**config.mk**
```make
export PLATFORM = sky130hd
export DESIGN_NAME = countdown_timer
export DESIGN_NICKNAME = d
export VERILOG_FILES = /design/src/rtl/counter_pkg.sv /design/src/rtl/sat_counter.sv /design/src/rtl/countdown_timer.sv
export SDC_FILE = /design/constraint.sdc
export NUM_CORES = 1
export LEC_CHECK = 0
export CAP_MARGIN = 20
export CORE_UTILIZATION = 50
export DETAILED_ROUTE_END_ITERATION = 12
export MAX_ROUTING_LAYER = met4
export PLACE_DENSITY_LB_ADDON = 0.3
export SLEW_MARGIN = 5
export SYNTH_ARGS = -nofsm -noshare
export SYNTH_HDL_FRONTEND = slang
export SYNTH_HIERARCHICAL = 1
export SYNTH_SLANG_ARGS = --single-unit
```
**constraint.sdc**
```tcl
create_clock -name aclk -period 3.6 [get_ports aclk]
set_clock_uncertainty 0.2 [all_clocks]
set_input_delay 0.9 -clock aclk [delete_from_list [all_inputs] [get_ports aclk]]
set_output_delay 0.9 -clock aclk [all_outputs]
set_load 0.005 [all_outputs]
```
**src/rtl/counter_pkg.sv**
```systemverilog
// Shared definitions for the counter family: FSM state encoding and default width.
package counter_pkg;

    localparam int unsigned DEFAULT_WIDTH = 8;

    typedef enum logic [1:0] {
        IDLE    = 2'd0,
        RUN     = 2'd1,
        EXPIRED = 2'd2
    } state_t;

endpackage

```
**src/rtl/sat_counter.sv**
```systemverilog
// Saturating event counter: clear wins over inc, and the count sticks at all-ones.
module sat_counter
    import counter_pkg::*;
#(
    parameter int unsigned WIDTH = DEFAULT_WIDTH
) (
    input  logic             clk,
    input  logic             clear,
    input  logic             inc,
    output logic [WIDTH-1:0] count
);

    always_ff @(posedge clk) begin
        if (clear) begin
            count <= '0;
        end else if (inc && (count != '1)) begin
            count <= count + WIDTH'(1);
        end
    end

endmodule

```
**src/rtl/countdown_timer.sv**
```systemverilog
// Loadable countdown timer with optional auto-reload, one-cycle expiry pulse
// and a saturating count of expirations since the last load.
module countdown_timer
    import counter_pkg::*;
#(
    parameter int unsigned WIDTH = DEFAULT_WIDTH
) (
    input  logic             aclk,
    input  logic             arstn,
    input  logic             clr,
    input  logic             load_valid,
    output logic             load_ready,
    input  logic [WIDTH-1:0] load_value,
    input  logic             reload,
    input  logic             dec,
    output logic [WIDTH-1:0] out,
    output logic             busy,
    output logic             expired,
    output logic [WIDTH-1:0] expire_cnt
);

    state_t           state;
    logic [WIDTH-1:0] period_r;
    logic             reload_r;
    logic             load_fire;
    logic             cnt_clear;
    logic             cnt_inc;

    assign load_ready = (state == IDLE);
    assign busy       = (state == RUN) || (state == EXPIRED);

    assign load_fire = load_ready && load_valid && !clr;
    // The count of expirations advances as EXPIRED is left, so an abort in that cycle leaves it untouched.
    assign cnt_clear = !arstn || load_fire;
    assign cnt_inc   = !clr && (state == EXPIRED);

    sat_counter #(
        .WIDTH(WIDTH)
    ) u_expire_cnt (
        .clk  (aclk),
        .clear(cnt_clear),
        .inc  (cnt_inc),
        .count(expire_cnt)
    );

    always_ff @(posedge aclk) begin
        if (!arstn) begin
            state    <= IDLE;
            out      <= '0;
            period_r <= '0;
            reload_r <= 1'b0;
            expired  <= 1'b0;
        end else if (clr) begin
            state   <= IDLE;
            out     <= '0;
            expired <= 1'b0;
        end else begin
            expired <= 1'b0;
            case (state)
                IDLE: begin
                    if (load_valid) begin
                        out      <= load_value;
                        period_r <= load_value;
                        reload_r <= reload;
                        if (load_value == '0) begin
                            state   <= EXPIRED;
                            expired <= 1'b1;
                        end else begin
                            state <= RUN;
                        end
                    end
                end
                RUN: begin
                    if (dec && (out != '0)) begin
                        out <= out - WIDTH'(1);
                        if (out == WIDTH'(1)) begin
                            state   <= EXPIRED;
                            expired <= 1'b1;
                        end
                    end
                end
                EXPIRED: begin
                    if (reload_r && (period_r != '0)) begin
                        out   <= period_r;
                        state <= RUN;
                    end else begin
                        state <= IDLE;
                    end
                end
                default: begin
                    state <= IDLE;
                    out   <= '0;
                end
            endcase
        end
    end

endmodule

```
* Yosys cells after proc, flatten, opt, wreduce, memory -nomap -nowiden
Cells that the tools add are included.
** Storage, ports and cells
- Input port bits :: 14
- Logic and storage cells :: 51
- RAM bits :: 0
- Bits in latches :: 0
- Register bits after elaboration :: 28
- Memories kept :: 0
- Output and inout bits :: 19
- Memory bits (read-only) :: 0
** Operators by class
- Magnitude comparators :: 0
- Bitwise gates (word level) :: 2
- Shifts and indexed selects :: 0
- Div/mod/pow operators :: 0
- Reduce and logical (&&, ||, !) cells :: 18
- Mux-type cells :: 15
- Eq/ne operators :: 8
- Add/subtract/negate cells :: 2
- $mul :: 0
** Operators by type and width (count)
- 8-bit 2-to-1 mux :: 3
- 8-bit case mux with 3 select lines :: 1
- 8-bit nonzero test :: 2
- 3-bit AND reduction :: 3
- 8-bit by 1-bit adder with 8-bit output, second input constant :: 1
- 8-bit by 1-bit == test with 1-bit output, second input constant :: 1
- 8-bit logical NOT :: 1
- 2-bit 2-to-1 mux :: 4
- 8-bit != test, second input constant :: 1
- 8-bit by 1-bit subtractor with 8-bit output, second input constant :: 1
- 1-bit logical AND :: 6
- 2-bit by 1-bit != test with 1-bit output, second input constant :: 3
- 2-bit case mux with 3 select lines :: 1
- 1-bit 2-to-1 mux :: 5
- 2-bit by 1-bit == test with 1-bit output, second input constant :: 1
- 2-bit == test, second input constant :: 1
- 1-bit logical NOT :: 2
- 2-bit logical NOT :: 1
- 1-bit logical OR :: 2
- 2-bit != test, second input constant :: 1
- 1-bit inverter :: 2
- 1-bit case mux with 2 select lines :: 1
- 2-bit OR reduction :: 1

* Longest topological paths before layout
- Word-level depth :: 4
- Mapped depth :: 9
- Mapped depth without buffers :: 8

* Hierarchy
Netlist, hierarchy kept.
** By module, submodules not included
- countdown_timer :: area each 1157.4 µm², cells an instance 139, instances 1, sequential area each 400.4 µm²
- sat_counter :: area each 430.4 µm², cells an instance 46, instances 1, sequential area each 160.2 µm²

* Worst setup path before layout
No wires, ideal clock.
- Kind :: input port to flip-flop
- Start point :: input port load_valid
- End point :: register u_expire_cnt.count[0]
- Arrival time :: 2.072 ns
- Required time :: 3.279 ns
- Slack :: 1.206 ns
- Cell stages on the path :: 6
- Library setup time :: 0.121 ns
- Buffers on the path :: 1
- Cells stage by stage :: nand2_1 > or2_2 > clkbuf_1 > nand2_1 > and2b_2 > mux2_4
** On the way
- Longest elaborated chain between the ends :: 3
** Ends and longest elaborated chain
- start, declared :: RTL line countdown_timer.sv:11 : input logic load_valid,
- 1-bit logical AND (2 in a row) :: RTL line countdown_timer.sv:32 : assign load_fire = load_ready && load_valid && !clr;
- 1-bit logical OR :: RTL line countdown_timer.sv:34 : assign cnt_clear = !arstn || load_fire;
- via cnt_clear :: RTL line countdown_timer.sv:26 : logic cnt_clear;
- end signal, assigned :: RTL line sat_counter.sv:17 : count <= count + WIDTH'(1);
- end, declared :: RTL line sat_counter.sv:10 : output logic [WIDTH-1:0] count
The timed path passes the listed nets, and every way through them passes these cells.
A chain may end at the register's enable or synchronous reset.

* Final worst setup path
- Start point :: register state[0]
- End point :: output port load_ready
** On the way
- Longest elaborated chain between the ends :: 1
** Ends and longest elaborated chain
- start, declared :: RTL line countdown_timer.sv:22 : state_t state;
- start signal, assigned :: RTL line countdown_timer.sv:48 : state <= IDLE;
- start signal, assigned :: RTL line countdown_timer.sv:54 : state <= IDLE;
- start signal, assigned :: RTL line countdown_timer.sv:66 : state <= EXPIRED;
- 2-bit logical NOT :: RTL line countdown_timer.sv:29 : assign load_ready = (state == IDLE);
- end, declared :: RTL line countdown_timer.sv:12 : output logic load_ready,
Every way passes these cells.

==> flow_summary_export.csv <==
group,metric,value,unit
run_status,outcome,"complete, no violations",
global_routing,antenna_found_initial,0,
clock_network,cts_resized,0,
timing,rsz0062_at_grt,"false",
clock_network,cts-hold-fix-buffers,0,
clock_network,cts_tree,"done",
global_routing,grt_start_max_net_pins,17,
detailed_routing,avgRoutedWirePerCell,14.0,µm
min_path,hp-class,"flop to flop",
yosys,synth_ff_type,"dfxtp_1",
timing,max_freq,342,MHz
critical_path,max_stage_delay,0.58,ns
run,drv_cap,0,
power_and_ir_drop,power_density,335,nW/µm²
min_path,min_from,"period_r[3]",
die,core-area,3030,µm²
placed_design,dp.final_hpwl,2810,µm
placed_design,placement.io_buffers,32,
yosys,synth_cell_types,47,
min_path,whs_endpoint,"period_r[3]",
yosys,synth_top_family_by_area,"simple AND/OR/NAND/NOR gates",
detailed_routing,drt_iter0_drc,131,
yosys,synthTopCellsByCount,"nand2_1 (32), dfxtp_1 (28), a21boi_0 (10), a21oi_1 (10), nor2_1 (9)",
die,rows,20,
yosys,yosys_warnings,6,
timing,drv_slew,0,
critical_path,startpoint_type,"flop",
yosys,synth-simple-area-share,25.5,%
clock_network,clkTransAtPathRegs,0.15,ns
clock_network,cts-root-buf,"clkbuf_4",
timing,tightest_slew,0.561,ns
critical_path,arrival,1.82,ns
detailed_routing,ant_nets,0,
finish,nFillCells,261,
timing,hold_viol_final,0,
clock_network,cts_num_sinks,28,
yosys,synth.avg_cell_area,8.58,µm²
critical_path,crit_slowest_cell,"clkdlybuf4s50_1",
global_routing,grt.overflow.total,0,
clock_network,cts_buffer_depth,2,
finish,fin_nets,236,
finish,layout-drive-gt1-share,6.54,%
global_routing,grt_pass1_wl,5990,µm
critical_path,end_kind,"output pin",
timing,fin_crit_sh,81.2,%
detailed_routing,via_per_inst,5.89,
die,ios,33,
detailed_routing,dr.pass1.iters,7,
yosys,async_flop_share,0,%
detailed_routing,wl,3620,µm
timing,setup-violations-final,0,
die,start_util,52.4,%
critical_path,crit_chain,"inv_1 > ha_1 > clkdlybuf4s50_1",
global_routing,grt_usage,23.0,%
yosys,ys_seq_elements,28,
yosys,ys_top_cells_by_area,"dfxtp_1 (35%), nand2_1 (7.6%), ha_1 (5.5%)",
critical_path,worst_r2r_endpoint,"u_expire_cnt/count[0]",
yosys,synthAdderAreaFrac,5.52,%
clock_network,numCtsBuffers,3,
die,die_y,58.4,µm
detailed_routing,drcViolationCount,0,
yosys,syn_area,1590,µm²
min_path,holdPathStages,2,
finish,n_antenna_cell,0,
finish,syn_to_final_growth,23.3,%
critical_path,worstRegToRegCells,7,
power_and_ir_drop,leakagePower,0.696,nW
global_routing,grt_pass1_vias,1372,
critical_path,crit_buf_inv,2,
yosys,ys_seq_area_share,35.3,%
placed_design,gp_congestion,0.885,
timing,fin_worst_hold_slack,0.297,ns
critical_path,worstSetupPathType,"flop to output pin",
yosys,syn_inst,185,
critical_path,reg2reg_slack,1.10,ns
die,die_area,3400,µm²
die,die_w,58.4,µm
yosys,syn_nets,206,
power_and_ir_drop,ir_drop,0.000216,V
yosys,synth_mux_area_share,1.58,%
critical_path,critPathTopFamily,"buffers and inverters",
critical_path,crit_fanout,13,
clock_network,insertion_delay,0.33,ns
yosys,synth_edf_count,0,
critical_path,rr_startpoint,"state[0]",
timing,max_slew_margin,62.4,%
critical_path,cp_num_cells,3,
yosys,synth_most_common_cell,"nand2_1",
yosys,synth_top_area_cell,"dfxtp_1",
critical_path,cp_data_required_time,2.50,ns
yosys,synth_xor_area_share,2.76,%
clock_network,cts_setup_buffers,0,
yosys,synth-compound-area-share,25.1,%
yosys,synth_top_area_share,35.3,%
timing,fin_crit,2.92,ns
detailed_routing,vias,1520,
timing,setup_tns,0,ns
clock_network,cts.htree.levels,1,
[through the flow]
step | utilization [%] | worst slack [ns] | instance area (µm²) | instances | power, mW
final | 64.7 | 0.676 | 1960 | 258 | 0.657
after global routing | 64.7 | 0.559 | 1960 | 258 | 0.691
after CTS | 64.7 | 0.683 | 1960 | 258 | 0.660
after detailed placement | 63.5 | 0.668 | 1920 | 254 | 0.506
after global placement | 63.5 | 0.705 | 1920 | 254 | 0.501
after floorplan | - | 1.21 | 1590 | 185 | 0.450
[worst register-to-register path: cells and delay by family, from the launching register on]
family | cells | cell delay (ns)
adder cells (fa/ha/maj) | 1 | 0.42
buffers and inverters | 1 | 0.13
flip-flops | 1 | 0.37
multiplexers | 1 | 0.26
AND/OR/NAND/NOR | 4 | 1.05
[worst max path at each step]
stage                            endpoint       start
floorplan           u_expire_cnt/count[0]  load_valid
global route                   load_ready    state[0]
global placement    u_expire_cnt/count[0]  load_valid
CTS                            load_ready    state[0]
detailed placement  u_expire_cnt/count[0]  load_valid
finish                         load_ready    state[0]
[state kept, by name, indices dropped and copies added, names as in the netlist]
name	count
out	8
period_r	8
u_expire_cnt/count	8
state	2
expired	1
reload_r	1
[power breakdown]
group	leakage [nW]	internal, mW	switching (mW)
clock	0.0210	0.0619	0.0934
combinational	0.447	0.0792	0.0835
sequential	0.227	0.323	0.0157
total	0.696	0.464	0.193
[area by class of cell]
type	count	area, µm²	share of cell area, %
clock buffers	4	36.3	1.85
inverters	7	26.3	1.34
multi-input cells	143	960	49.0
flip-flops and latches	28	561	28.6
well taps	44	55.1	2.81
repair buffers	32	320	16.4
[logic make-up after synthesis]
kind of cell    count (synthesis)
flops                          28
simple gates                   78
xor+xnor                        5
fa+ha+maj                       7
compound gates                 51
mux                             2
buf+inv                        14
[routing by layer]
metal  wire, µm  vias up  part of all wire (%)  track usage (%)
met3        161        4                   4.4             1.98
li1           -      752                     -                -
met5          0        -                     0                -
met4         48        0                   1.3             7.14
met1       1560      711                    43             27.1
met2       1860       53                    51             41.5
[cells in the final DEF (no fill, tap or decap), types with 2 or more instances in the layout]
cell	instances
or3_1	3
a222oi_1	6
o31ai_1	6
o21bai_1	2
nor2b_1	2
dfxtp_1	28
or4_1	3
ha_1	7
a21boi_0	10
nand3_1	8
clkbuf_4	3
nor4_1	2
xor2_1	3
nand4_1	3
nand2_1	32
and4_1	2
a211oi_1	2
xnor2_1	2
o21ai_1	2
nor3_1	3
inv_1	7
a311oi_1	2
clkdlybuf4s50_1	32
nor2_1	9
a21oi_1	10
nand2b_1	3
No activity file was read; power rests on OpenSTA's default activity.
